`src/rtl/point_render_pipe.sv`:
```
// Pipelined point-cloud renderer: walks ZBT words 0..max_addr, rotates each point about Y,
// offsets it to screen space and streams samples through a credit-limited show-ahead FIFO.
// Optional screen clipping is enabled by defining POINT_RENDER_CLIP_EN.
module point_render_pipe #(
    parameter int ADDR_W       = 19,
    parameter int DATA_W       = 36,
    parameter int COORD_W      = 10,
    parameter int TRIG_W       = 8,
    parameter int TRIG_FRAC    = 6,
    parameter int OFF_W        = 11,
    parameter int OFF_SHIFT    = 3,
    parameter int SCREEN_W     = 11,
    parameter int DEPTH_BIAS   = 350,
    parameter int READ_LATENCY = 2,
    parameter int FIFO_DEPTH   = 8,
    parameter int H_ACTIVE     = 1024,
    parameter int V_ACTIVE     = 768
) (
    input  logic                     clk,
    input  logic                     reset,
    input  logic                     start,
    input  logic [ADDR_W-1:0]        max_addr,
    input  logic [OFF_W-1:0]         x_offset,
    input  logic [OFF_W-1:0]         y_offset,
    input  logic signed [TRIG_W-1:0] sin_val,
    input  logic signed [TRIG_W-1:0] cos_val,
    output logic [ADDR_W-1:0]        mem_addr,
    input  logic [DATA_W-1:0]        mem_data,
    output logic                     busy,
    output logic                     done,
    output logic                     out_valid,
    input  logic                     out_ready,
    output logic [SCREEN_W-1:0]      out_x,
    output logic [SCREEN_W-1:0]      out_y,
    output logic [7:0]               out_pixel
);
    localparam int PROD_W = TRIG_W + COORD_W;
    localparam int SUM_W  = SCREEN_W + 2;
    localparam int PTR_W  = $clog2(FIFO_DEPTH);
    localparam int CNT_W  = PTR_W + 1;
    localparam logic signed [SUM_W-1:0] DEPTH_MAX = SUM_W'((1 << COORD_W) - 1);
    localparam logic signed [SUM_W-1:0] BIAS      = SUM_W'(DEPTH_BIAS);

    typedef enum logic [1:0] {S_IDLE = 2'd0, S_ISSUE = 2'd1, S_DRAIN = 2'd2} state_t;

    state_t                    state_q, state_d;
    logic [ADDR_W-1:0]         addr_q, addr_d, max_addr_q;
    logic [OFF_W-1:0]          xoff_q, yoff_q;
    logic signed [TRIG_W-1:0]  sin_q, cos_q;
    logic                      busy_q, busy_d, done_q, done_d;
    logic [READ_LATENCY-1:0]   vsr_q;
    logic [CNT_W-1:0]          inflight_q, count_q;
    logic [PTR_W-1:0]          wr_ptr_q, rd_ptr_q;
    logic [CNT_W:0]            credit_s;
    logic                      start_acc_s, issue_s, rd_v_s, keep_s, drop_s;
    logic                      clip_s, clip_drop_s, rd_en_s;

    logic signed [COORD_W-1:0] px_s, py_s, pz_s;
    logic signed [PROD_W-1:0]  cx_s, sz_s, sx_prod_s, cz_s;
    logic                      s1_v_q;
    logic signed [PROD_W-1:0]  s1_cx_q, s1_sz_q, s1_sx_q, s1_cz_q;
    logic signed [COORD_W-1:0] s1_y_q;
    logic signed [PROD_W:0]    xsum_s, zsum_s;
    logic signed [SUM_W-1:0]   xr_s, zr_s, sx_s, sy_s, depth_s;
    logic [SUM_W-1:0]          xoff_sh_s, yoff_sh_s;
    logic [COORD_W-1:0]        depth_sat_s;
    logic                      s2_v_q;
    logic [SCREEN_W-1:0]       s2_x_q, s2_y_q;
    logic [7:0]                s2_pix_q;
    logic [SCREEN_W-1:0]       fifo_x_q [FIFO_DEPTH];
    logic [SCREEN_W-1:0]       fifo_y_q [FIFO_DEPTH];
    logic [7:0]                fifo_p_q [FIFO_DEPTH];
    logic                      unused_s;

    // A read is only issued while every in-flight word is guaranteed a FIFO slot.
    assign credit_s    = {1'b0, inflight_q} + {1'b0, count_q};
    assign issue_s     = (state_q == S_ISSUE) && (credit_s < (CNT_W+1)'(FIFO_DEPTH));
    assign start_acc_s = (state_q == S_IDLE) && start;
    assign rd_v_s      = vsr_q[READ_LATENCY-1];
    assign keep_s      = rd_v_s && mem_data[DATA_W-1];
    assign drop_s      = rd_v_s && !mem_data[DATA_W-1];
    assign rd_en_s     = (count_q != {CNT_W{1'b0}}) && out_ready;

    // Frame sequencing: next state, read address, busy and done pulse.
    always_comb begin
        state_d = state_q;
        addr_d  = addr_q;
        busy_d  = busy_q;
        done_d  = 1'b0;
        case (state_q)
            S_IDLE: begin
                if (start) begin
                    state_d = S_ISSUE;
                    addr_d  = {ADDR_W{1'b0}};
                    busy_d  = 1'b1;
                end else begin
                    busy_d  = 1'b0;
                end
            end
            S_ISSUE: begin
                if (issue_s) begin
                    if (addr_q == max_addr_q) begin
                        state_d = S_DRAIN;
                    end else begin
                        addr_d = addr_q + ADDR_W'(1'b1);
                    end
                end else begin
                    addr_d = addr_q;
                end
            end
            S_DRAIN: begin
                if ((inflight_q == {CNT_W{1'b0}}) && (count_q == {CNT_W{1'b0}})) begin
                    state_d = S_IDLE;
                    busy_d  = 1'b0;
                    done_d  = 1'b1;
                end else begin
                    state_d = S_DRAIN;
                end
            end
            default: begin
                state_d = S_IDLE;
                busy_d  = 1'b0;
            end
        endcase
    end

    // Control registers, per-frame parameter latch and read-tracking state.
    always_ff @(posedge clk or posedge reset) begin
        if (reset) begin
            state_q    <= S_IDLE;
            addr_q     <= {ADDR_W{1'b0}};
            busy_q     <= 1'b0;
            done_q     <= 1'b0;
            max_addr_q <= {ADDR_W{1'b0}};
            xoff_q     <= {OFF_W{1'b0}};
            yoff_q     <= {OFF_W{1'b0}};
            sin_q      <= {TRIG_W{1'b0}};
            cos_q      <= {TRIG_W{1'b0}};
            vsr_q      <= {READ_LATENCY{1'b0}};
            inflight_q <= {CNT_W{1'b0}};
        end else begin
            state_q <= state_d;
            addr_q  <= addr_d;
            busy_q  <= busy_d;
            done_q  <= done_d;
            if (start_acc_s) begin
                max_addr_q <= max_addr;
                xoff_q     <= x_offset;
                yoff_q     <= y_offset;
                sin_q      <= sin_val;
                cos_q      <= cos_val;
            end
            vsr_q      <= (vsr_q << 1) | READ_LATENCY'(issue_s);
            inflight_q <= inflight_q + CNT_W'(issue_s) - CNT_W'(drop_s)
                          - CNT_W'(clip_drop_s) - CNT_W'(s2_v_q);
        end
    end

    assign px_s      = mem_data[3*COORD_W-1 -: COORD_W];
    assign py_s      = mem_data[2*COORD_W-1 -: COORD_W];
    assign pz_s      = mem_data[COORD_W-1:0];
    assign cx_s      = PROD_W'(cos_q) * PROD_W'(px_s);
    assign sz_s      = PROD_W'(sin_q) * PROD_W'(pz_s);
    assign sx_prod_s = PROD_W'(sin_q) * PROD_W'(px_s);
    assign cz_s      = PROD_W'(cos_q) * PROD_W'(pz_s);

    assign xsum_s    = (PROD_W+1)'(s1_cx_q) + (PROD_W+1)'(s1_sz_q);
    assign zsum_s    = (PROD_W+1)'(s1_sx_q) - (PROD_W+1)'(s1_cz_q);
    assign xr_s      = SUM_W'(xsum_s >>> TRIG_FRAC);
    assign zr_s      = SUM_W'(zsum_s >>> TRIG_FRAC);
    assign xoff_sh_s = SUM_W'(xoff_q) << OFF_SHIFT;
    assign yoff_sh_s = SUM_W'(yoff_q) << OFF_SHIFT;
    assign sx_s      = xr_s + signed'(xoff_sh_s);
    assign sy_s      = SUM_W'(s1_y_q) + signed'(yoff_sh_s);
    assign depth_s   = zr_s + BIAS;

    // Depth clamps to the unsigned coordinate range before taking the intensity bits.
    always_comb begin
        depth_sat_s = {COORD_W{1'b0}};
        if (depth_s[SUM_W-1]) begin
            depth_sat_s = {COORD_W{1'b0}};
        end else if (depth_s > DEPTH_MAX) begin
            depth_sat_s = {COORD_W{1'b1}};
        end else begin
            depth_sat_s = depth_s[COORD_W-1:0];
        end
    end

`ifdef POINT_RENDER_CLIP_EN
    localparam logic signed [SUM_W-1:0] H_LIM = SUM_W'(H_ACTIVE);
    localparam logic signed [SUM_W-1:0] V_LIM = SUM_W'(V_ACTIVE);
    assign clip_s   = sx_s[SUM_W-1] || (sx_s >= H_LIM) || sy_s[SUM_W-1] || (sy_s >= V_LIM);
    assign unused_s = ^{mem_data[DATA_W-2:3*COORD_W], depth_sat_s[COORD_W-9:0]};
`else
    assign clip_s   = 1'b0;
    assign unused_s = ^{mem_data[DATA_W-2:3*COORD_W], depth_sat_s[COORD_W-9:0],
                        sx_s[SUM_W-1:SCREEN_W], sy_s[SUM_W-1:SCREEN_W],
                        1'(H_ACTIVE), 1'(V_ACTIVE)};
`endif
    assign clip_drop_s = s1_v_q && clip_s;

    // Two arithmetic stages: products, then rotation sums, offsets and depth.
    always_ff @(posedge clk or posedge reset) begin
        if (reset) begin
            s1_v_q   <= 1'b0;
            s1_cx_q  <= {PROD_W{1'b0}};
            s1_sz_q  <= {PROD_W{1'b0}};
            s1_sx_q  <= {PROD_W{1'b0}};
            s1_cz_q  <= {PROD_W{1'b0}};
            s1_y_q   <= {COORD_W{1'b0}};
            s2_v_q   <= 1'b0;
            s2_x_q   <= {SCREEN_W{1'b0}};
            s2_y_q   <= {SCREEN_W{1'b0}};
            s2_pix_q <= 8'd0;
        end else begin
            s1_v_q   <= keep_s;
            s1_cx_q  <= cx_s;
            s1_sz_q  <= sz_s;
            s1_sx_q  <= sx_prod_s;
            s1_cz_q  <= cz_s;
            s1_y_q   <= py_s;
            s2_v_q   <= s1_v_q && !clip_s;
            s2_x_q   <= sx_s[SCREEN_W-1:0];
            s2_y_q   <= sy_s[SCREEN_W-1:0];
            s2_pix_q <= depth_sat_s[COORD_W-1 -: 8];
        end
    end

    // Show-ahead output FIFO; credits make a write into a full FIFO impossible.
    always_ff @(posedge clk or posedge reset) begin
        if (reset) begin
            wr_ptr_q <= {PTR_W{1'b0}};
            rd_ptr_q <= {PTR_W{1'b0}};
            count_q  <= {CNT_W{1'b0}};
            for (int i = 0; i < FIFO_DEPTH; i++) begin
                fifo_x_q[i] <= {SCREEN_W{1'b0}};
                fifo_y_q[i] <= {SCREEN_W{1'b0}};
                fifo_p_q[i] <= 8'd0;
            end
        end else begin
            if (s2_v_q) begin
                fifo_x_q[wr_ptr_q] <= s2_x_q;
                fifo_y_q[wr_ptr_q] <= s2_y_q;
                fifo_p_q[wr_ptr_q] <= s2_pix_q;
                wr_ptr_q           <= wr_ptr_q + PTR_W'(1'b1);
            end
            if (rd_en_s) begin
                rd_ptr_q <= rd_ptr_q + PTR_W'(1'b1);
            end
            count_q <= count_q + CNT_W'(s2_v_q) - CNT_W'(rd_en_s);
        end
    end

    assign mem_addr  = addr_q;
    assign busy      = busy_q;
    assign done      = done_q;
    assign out_valid = (count_q != {CNT_W{1'b0}});
    assign out_x     = fifo_x_q[rd_ptr_q];
    assign out_y     = fifo_y_q[rd_ptr_q];
    assign out_pixel = fifo_p_q[rd_ptr_q];
endmodule
```
`config.mk`:
```
export PLATFORM = sky130hd
export DESIGN_NAME = point_render_pipe
export DESIGN_NICKNAME = d
export VERILOG_FILES = /design/src/rtl/point_render_pipe.sv
export SDC_FILE = /design/constraint.sdc
export NUM_CORES = 2
export LEC_CHECK = 0
export CAP_MARGIN = 20
export CORE_MARGIN = 5
export CORE_UTILIZATION = 67
export DETAILED_ROUTE_END_ITERATION = 16
export PLACE_DENSITY = 0.95
export SLEW_MARGIN = 20
export SYNTH_ARGS = -nofsm -noshare
export SYNTH_HDL_FRONTEND = slang
export SYNTH_SLANG_ARGS = --single-unit
```
`constraint.sdc`:
```
create_clock -name clk -period 42.6 [get_ports clk]
set_input_delay 12.78 -clock clk [delete_from_list [all_inputs] [get_ports clk]]
set_output_delay 12.78 -clock clk [all_outputs]
set_load 0.02 [all_outputs]
```
==> metrics.txt <==
# TYPE chip_impl_metric gauge
chip_impl_metric{name="global_route.usage.total",unit="%"} 30.9
chip_impl_metric{name="grt_remaining_overflow",unit=""} 0
chip_impl_metric{name="grt_antenna_before_repair",unit=""} 4
chip_impl_info{name="worst_setup_path_startpoint",value="mem_data[2]"} 1
chip_impl_metric{name="cts_max_level",unit=""} 2
chip_impl_metric{name="cts.path.max_buffers",unit=""} 3
chip_impl_metric{name="synth.cell_area",unit="mm²"} 0.0310
chip_impl_info{name="path_class",value="in -> reg"} 1
chip_impl_info{name="rsz0062_at_grt",value="false"} 1
chip_impl_info{name="run_status",value="finished, final reports clean"} 1
chip_impl_metric{name="dpl_worst_slack",unit="ns"} 24.01
chip_impl_metric{name="placeableCoreArea",unit="mm²"} 0.0456
chip_impl_info{name="capture_endpoint_of_the_worst_hold_path",value="vsr_q[1]"} 1
chip_impl_metric{name="path_buf_inv",unit=""} 3
chip_impl_metric{name="share_of_synthesized_area_occupied_by_flip_flops_and_latches",unit="%"} 35.7
chip_impl_metric{name="placementRows",unit=""} 78
chip_impl_metric{name="post_route_cells_drive_above_1_share",unit="%"} 18.9
chip_impl_metric{name="netlist.area_leader.share",unit="%"} 35.7
chip_impl_metric{name="syn_nets",unit=""} 3171
chip_impl_info{name="hold_path_startpoint",value="vsr_q[0]"} 1
chip_impl_metric{name="detailed_route_vias_per_instance",unit=""} 6.15
chip_impl_metric{name="seqCellArea",unit="mm²"} 0.0111
chip_impl_info{name="setup.worst_path.end_class",value="flop"} 1
chip_impl_metric{name="synth.distinct_cells",unit=""} 73
chip_impl_metric{name="setup_violations",unit=""} 0
chip_impl_metric{name="number_of_warnings_issued_by_yosys",unit=""} 0
chip_impl_metric{name="cts_hold_repair.buffers",unit=""} 0
chip_impl_metric{name="met3_usage",unit="%"} 7.72
chip_impl_metric{name="post_dp_cell_area",unit="mm²"} 0.0329
chip_impl_metric{name="fin_nets",unit=""} 3267
chip_impl_metric{name="area_growth",unit="%"} 11.6
chip_impl_metric{name="post_cts_setup_buffer_count",unit=""} 0
chip_impl_metric{name="drt_iter0_markers",unit=""} 1454
chip_impl_metric{name="ff2ff_path_depth",unit=""} 19
chip_impl_metric{name="timing_max_transition_violations_final",unit=""} 0
chip_impl_metric{name="clock_latency",unit="ns"} 0.60
chip_impl_metric{name="numCtsBuffers",unit=""} 47
chip_impl_metric{name="overall_die_area",unit="mm²"} 0.0506
chip_impl_info{name="synthMostInstantiatedCell",value="sky130_fd_sc_hd__dfrtp_1"} 1
chip_impl_metric{name="required_worst_endpoint",unit="ns"} 43.05
chip_impl_metric{name="fin_crit",unit="ns"} 18.29
chip_impl_info{name="worst_setup_path_start_kind",value="input pin"} 1
chip_impl_info{name="synth_top_area_cell",value="sky130_fd_sc_hd__dfrtp_1"} 1
chip_impl_metric{name="min_delay_path_depth",unit=""} 0
chip_impl_metric{name="timing.final.ws_setup",unit="ns"} 24.31
chip_impl_metric{name="cts.repair.resized",unit=""} 0
chip_impl_metric{name="path_max_fanout",unit=""} 16
chip_impl_metric{name="cp_slowest_stage_delay",unit="ns"} 0.88
chip_impl_metric{name="grt_pass1_vias",unit=""} 23700
chip_impl_metric{name="io_pins",unit=""} 149
chip_impl_info{name="synth_top_flop_cell",value="sky130_fd_sc_hd__dfrtp_1"} 1
chip_impl_metric{name="hpwl",unit="µm"} 49900
chip_impl_metric{name="max_cap_violations",unit=""} 0
chip_impl_metric{name="postRouteAntennaNets",unit=""} 0
chip_impl_info{name="tritoncts",value="built"} 1
chip_impl_metric{name="syn_avg_cell_area",unit="µm²"} 11.8
chip_impl_metric{name="die_w",unit="µm"} 225
chip_impl_metric{name="ys_ff_latch",unit=""} 442
chip_impl_metric{name="gp_congestion",unit=""} 0.865
chip_impl_info{name="path_cells",value="clkdlybuf4s50_1, and2_1, fa_1, inv_1, fa_1, fa_1, fa_1, inv_1, ha_1, nor2b_1, o21ai_0, a21boi_0, o21ai_0, a21boi_0, o21ai_0, nand2b_1, a21o_1, a21oi_1, o21ai_0, xnor2_1"} 1
chip_impl_metric{name="reg2reg_slack",unit="ns"} 36.59
chip_impl_metric{name="layout_worst_path_cycle_share",unit="%"} 42.9
chip_impl_metric{name="remaining_drc_errors",unit=""} 0
chip_impl_metric{name="timing.setup.tns",unit="ns"} 0
chip_impl_metric{name="post_synth_inst_count",unit=""} 2616
chip_impl_metric{name="start_util",unit="%"} 68.0
chip_impl_metric{name="clk_transition_reported_paths",unit="ns"} 0.06
chip_impl_metric{name="worst-slew-pin-transition",unit="ns"} 1.03
chip_impl_info{name="synth_commonest_cells",value="sky130_fd_sc_hd__dfrtp_1 (442), sky130_fd_sc_hd__inv_1 (352), sky130_fd_sc_hd__mux2_2 (320), sky130_fd_sc_hd__fa_1 (267), sky130_fd_sc_hd__ha_1 (191)"} 1
chip_impl_info{name="cp_top_family",value="adder cells"} 1
chip_impl_info{name="top_usage_layer",value="met2"} 1
chip_impl_info{name="timing.rr.end",value="s1_cx_q[16]"} 1
chip_impl_metric{name="clock.fmax",unit="MHz"} 54.7
chip_impl_metric{name="finalWirelength",unit="µm"} 76300
chip_impl_metric{name="grtUsageMet1",unit="%"} 36.0
chip_impl_metric{name="async_flop_share",unit="%"} 100
chip_impl_metric{name="clkSinkCount",unit=""} 442
chip_impl_metric{name="drt_first_pass_iters",unit=""} 7
chip_impl_metric{name="skew",unit="ns"} 0.0307
chip_impl_metric{name="chipHeight",unit="µm"} 225
chip_impl_metric{name="numPortBuffers",unit=""} 137
chip_impl_metric{name="synth-edff-count",unit=""} 0
chip_impl_info{name="worst_hold_path_type",value="reg -> reg"} 1
chip_impl_metric{name="timing.max_slew.rel_slack",unit="%"} 31.6
chip_impl_info{name="post_synth_main_area_contributors",value="sky130_fd_sc_hd__dfrtp_1 (36%), sky130_fd_sc_hd__fa_1 (17%), sky130_fd_sc_hd__mux2_2 (12%)"} 1
chip_impl_metric{name="largest_net_degree_at_the_start_of_global_routing",unit=""} 186
chip_impl_info{name="timing.rr.start",value="cos_q[7]"} 1
chip_impl_metric{name="gr-usage-met2",unit="%"} 53.2
chip_impl_metric{name="grt_pass1_wl",unit="µm"} 124000
chip_impl_metric{name="fillers",unit=""} 2475
chip_impl_metric{name="route.vias.total",unit=""} 20600
chip_impl_metric{name="finalHoldViolations",unit=""} 0
chip_impl_info{name="cpMaxStageDelayCell",value="sky130_fd_sc_hd__clkdlybuf4s50_1"} 1
chip_impl_info{name="master_cell_of_the_clock_root_buffer",value="sky130_fd_sc_hd__clkbuf_16"} 1
chip_impl_metric{name="fin_area",unit="mm²"} 0.0346
chip_impl_metric{name="routedWlPerCell",unit="µm"} 22.8
chip_impl_metric{name="multi_input_comb_area",unit="mm²"} 0.0182
chip_impl_metric{name="timing.critical_path.arrival",unit="ns"} 18.74
-- metrics by stage --
stage	cells	hold slack, ns	utilization (%)
6_report	3349	0.349	75.8
2_1_floorplan	2616	0.331	-
4_1_cts	3346	0.349	75.8
5_1_grt	3348	0.372	75.8
3_5_place_dp	3263	0.336	72.1
3_3_place_gp	3263	0.336	72.1
-- cells in the final DEF (no fill, tap or decap), types with 7 or more instances in the layout --
| cell | count |
|---|---|
| sky130_fd_sc_hd__a21oi_1 | 55 |
| sky130_fd_sc_hd__nand3_1 | 10 |
| sky130_fd_sc_hd__mux2_2 | 320 |
| sky130_fd_sc_hd__a21o_1 | 22 |
| sky130_fd_sc_hd__xor2_1 | 57 |
| sky130_fd_sc_hd__xnor2_1 | 88 |
| sky130_fd_sc_hd__o21bai_1 | 8 |
| sky130_fd_sc_hd__nor3_1 | 10 |
| sky130_fd_sc_hd__ha_1 | 191 |
| sky130_fd_sc_hd__nand2b_1 | 51 |
| sky130_fd_sc_hd__a21boi_0 | 10 |
| sky130_fd_sc_hd__o21ai_0 | 53 |
| sky130_fd_sc_hd__clkbuf_8 | 10 |
| sky130_fd_sc_hd__or3_1 | 8 |
| sky130_fd_sc_hd__and2_1 | 186 |
| sky130_fd_sc_hd__nor2b_1 | 9 |
| sky130_fd_sc_hd__inv_1 | 351 |
| sky130_fd_sc_hd__clkbuf_1 | 7 |
| sky130_fd_sc_hd__dfrtp_1 | 440 |
| sky130_fd_sc_hd__fa_1 | 267 |
| sky130_fd_sc_hd__mux4_2 | 60 |
| sky130_fd_sc_hd__buf_4 | 17 |
| sky130_fd_sc_hd__clkdlybuf4s50_1 | 137 |
| sky130_fd_sc_hd__clkbuf_16 | 48 |
| sky130_fd_sc_hd__nand2_1 | 150 |
| sky130_fd_sc_hd__nor2_1 | 64 |
-- cell type report --
| type | instances | share of cell area (%) |
|---|---|---|
| Tap cell | 600 | 2.17 |
| Inverter | 352 | 3.84 |
| Timing Repair Buffer | 157 | 4.46 |
| Clock inverter | 18 | 0.862 |
| Multi-Input combinational cell | 1712 | 52.7 |
| Sequential cell | 442 | 32.0 |
| Antenna cell | 3 | 0.0217 |
| Clock buffer | 65 | 3.95 |
-- cells by family (layout without fill, tap and decap cells) --
family	Yosys count	count (layout)	synth area share (%)
adder cells (fa/ha/maj)	458	458	25.0
flip-flops	442	442	35.7
other	0	3	0
multiplexers	381	381	16.0
buffers and inverters	462	592	5.61
AO/OA/AOI/OAI	202	202	4.57
XOR/XNOR	146	146	4.15
AND/OR/NAND/NOR	525	525	8.96
-- routing by layer --
layer	up-vias	share of wire, %
li1	8739	-
met1	10500	36
met2	1028	50
met3	315	8.0
met4	6	5.9
met5	-	0.055
-- worst max path at each step --
stage                        endpoint  slack [ns]  cells past startpoint
after floorplan                  busy       17.50                      1
after global placement    s1_sx_q[17]       24.21                     22
after detailed placement  s1_sx_q[17]       24.01                     19
after CTS                 s1_sz_q[16]       24.53                     20
after global routing      s1_sz_q[16]       24.14                     20
final                     s1_sz_q[16]       24.31                     20
-- flip-flops by register name, summed over array words and instances, names as in the netlist, 2 cells and up --
name and cells:
cos_q 8, count_q 4, fifo_p_q 64, fifo_x_q 88, fifo_y_q 88, inflight_q 4
max_addr_q 19, mem_addr 19, rd_ptr_q 3, s1_cx_q 17, s1_cz_q 18, s1_sx_q 18
s1_sz_q 17, s1_y_q 10, s2_pix_q 8, s2_x_q 11, s2_y_q 11, sin_q 8
state_q 2, vsr_q 2, wr_ptr_q 3, xoff_q 8, yoff_q 8
-- worst reg2reg max path, stage by stage, from the launching register on --
cell                       delay [ns]
sky130_fd_sc_hd__dfrtp_1         0.96
sky130_fd_sc_hd__inv_1           0.47
sky130_fd_sc_hd__fa_1            0.62
sky130_fd_sc_hd__fa_1            0.53
sky130_fd_sc_hd__inv_1           0.06
sky130_fd_sc_hd__fa_1            0.53
sky130_fd_sc_hd__inv_1           0.05
sky130_fd_sc_hd__fa_1            0.47
sky130_fd_sc_hd__inv_1           0.04
sky130_fd_sc_hd__ha_1            0.32
sky130_fd_sc_hd__o21ai_0         0.12
sky130_fd_sc_hd__a21boi_0        0.15
sky130_fd_sc_hd__o21ai_0         0.25
sky130_fd_sc_hd__a21boi_0        0.18
sky130_fd_sc_hd__o21ai_0         0.25
sky130_fd_sc_hd__nand2b_1        0.14
sky130_fd_sc_hd__a21o_1          0.20
sky130_fd_sc_hd__a21oi_1         0.23
sky130_fd_sc_hd__o21ai_0         0.17
sky130_fd_sc_hd__xnor2_1         0.15
Power is left out: the tool's default activity adds up to more than one toggle a clock period on the data nets, which glitch-free logic cannot reach.
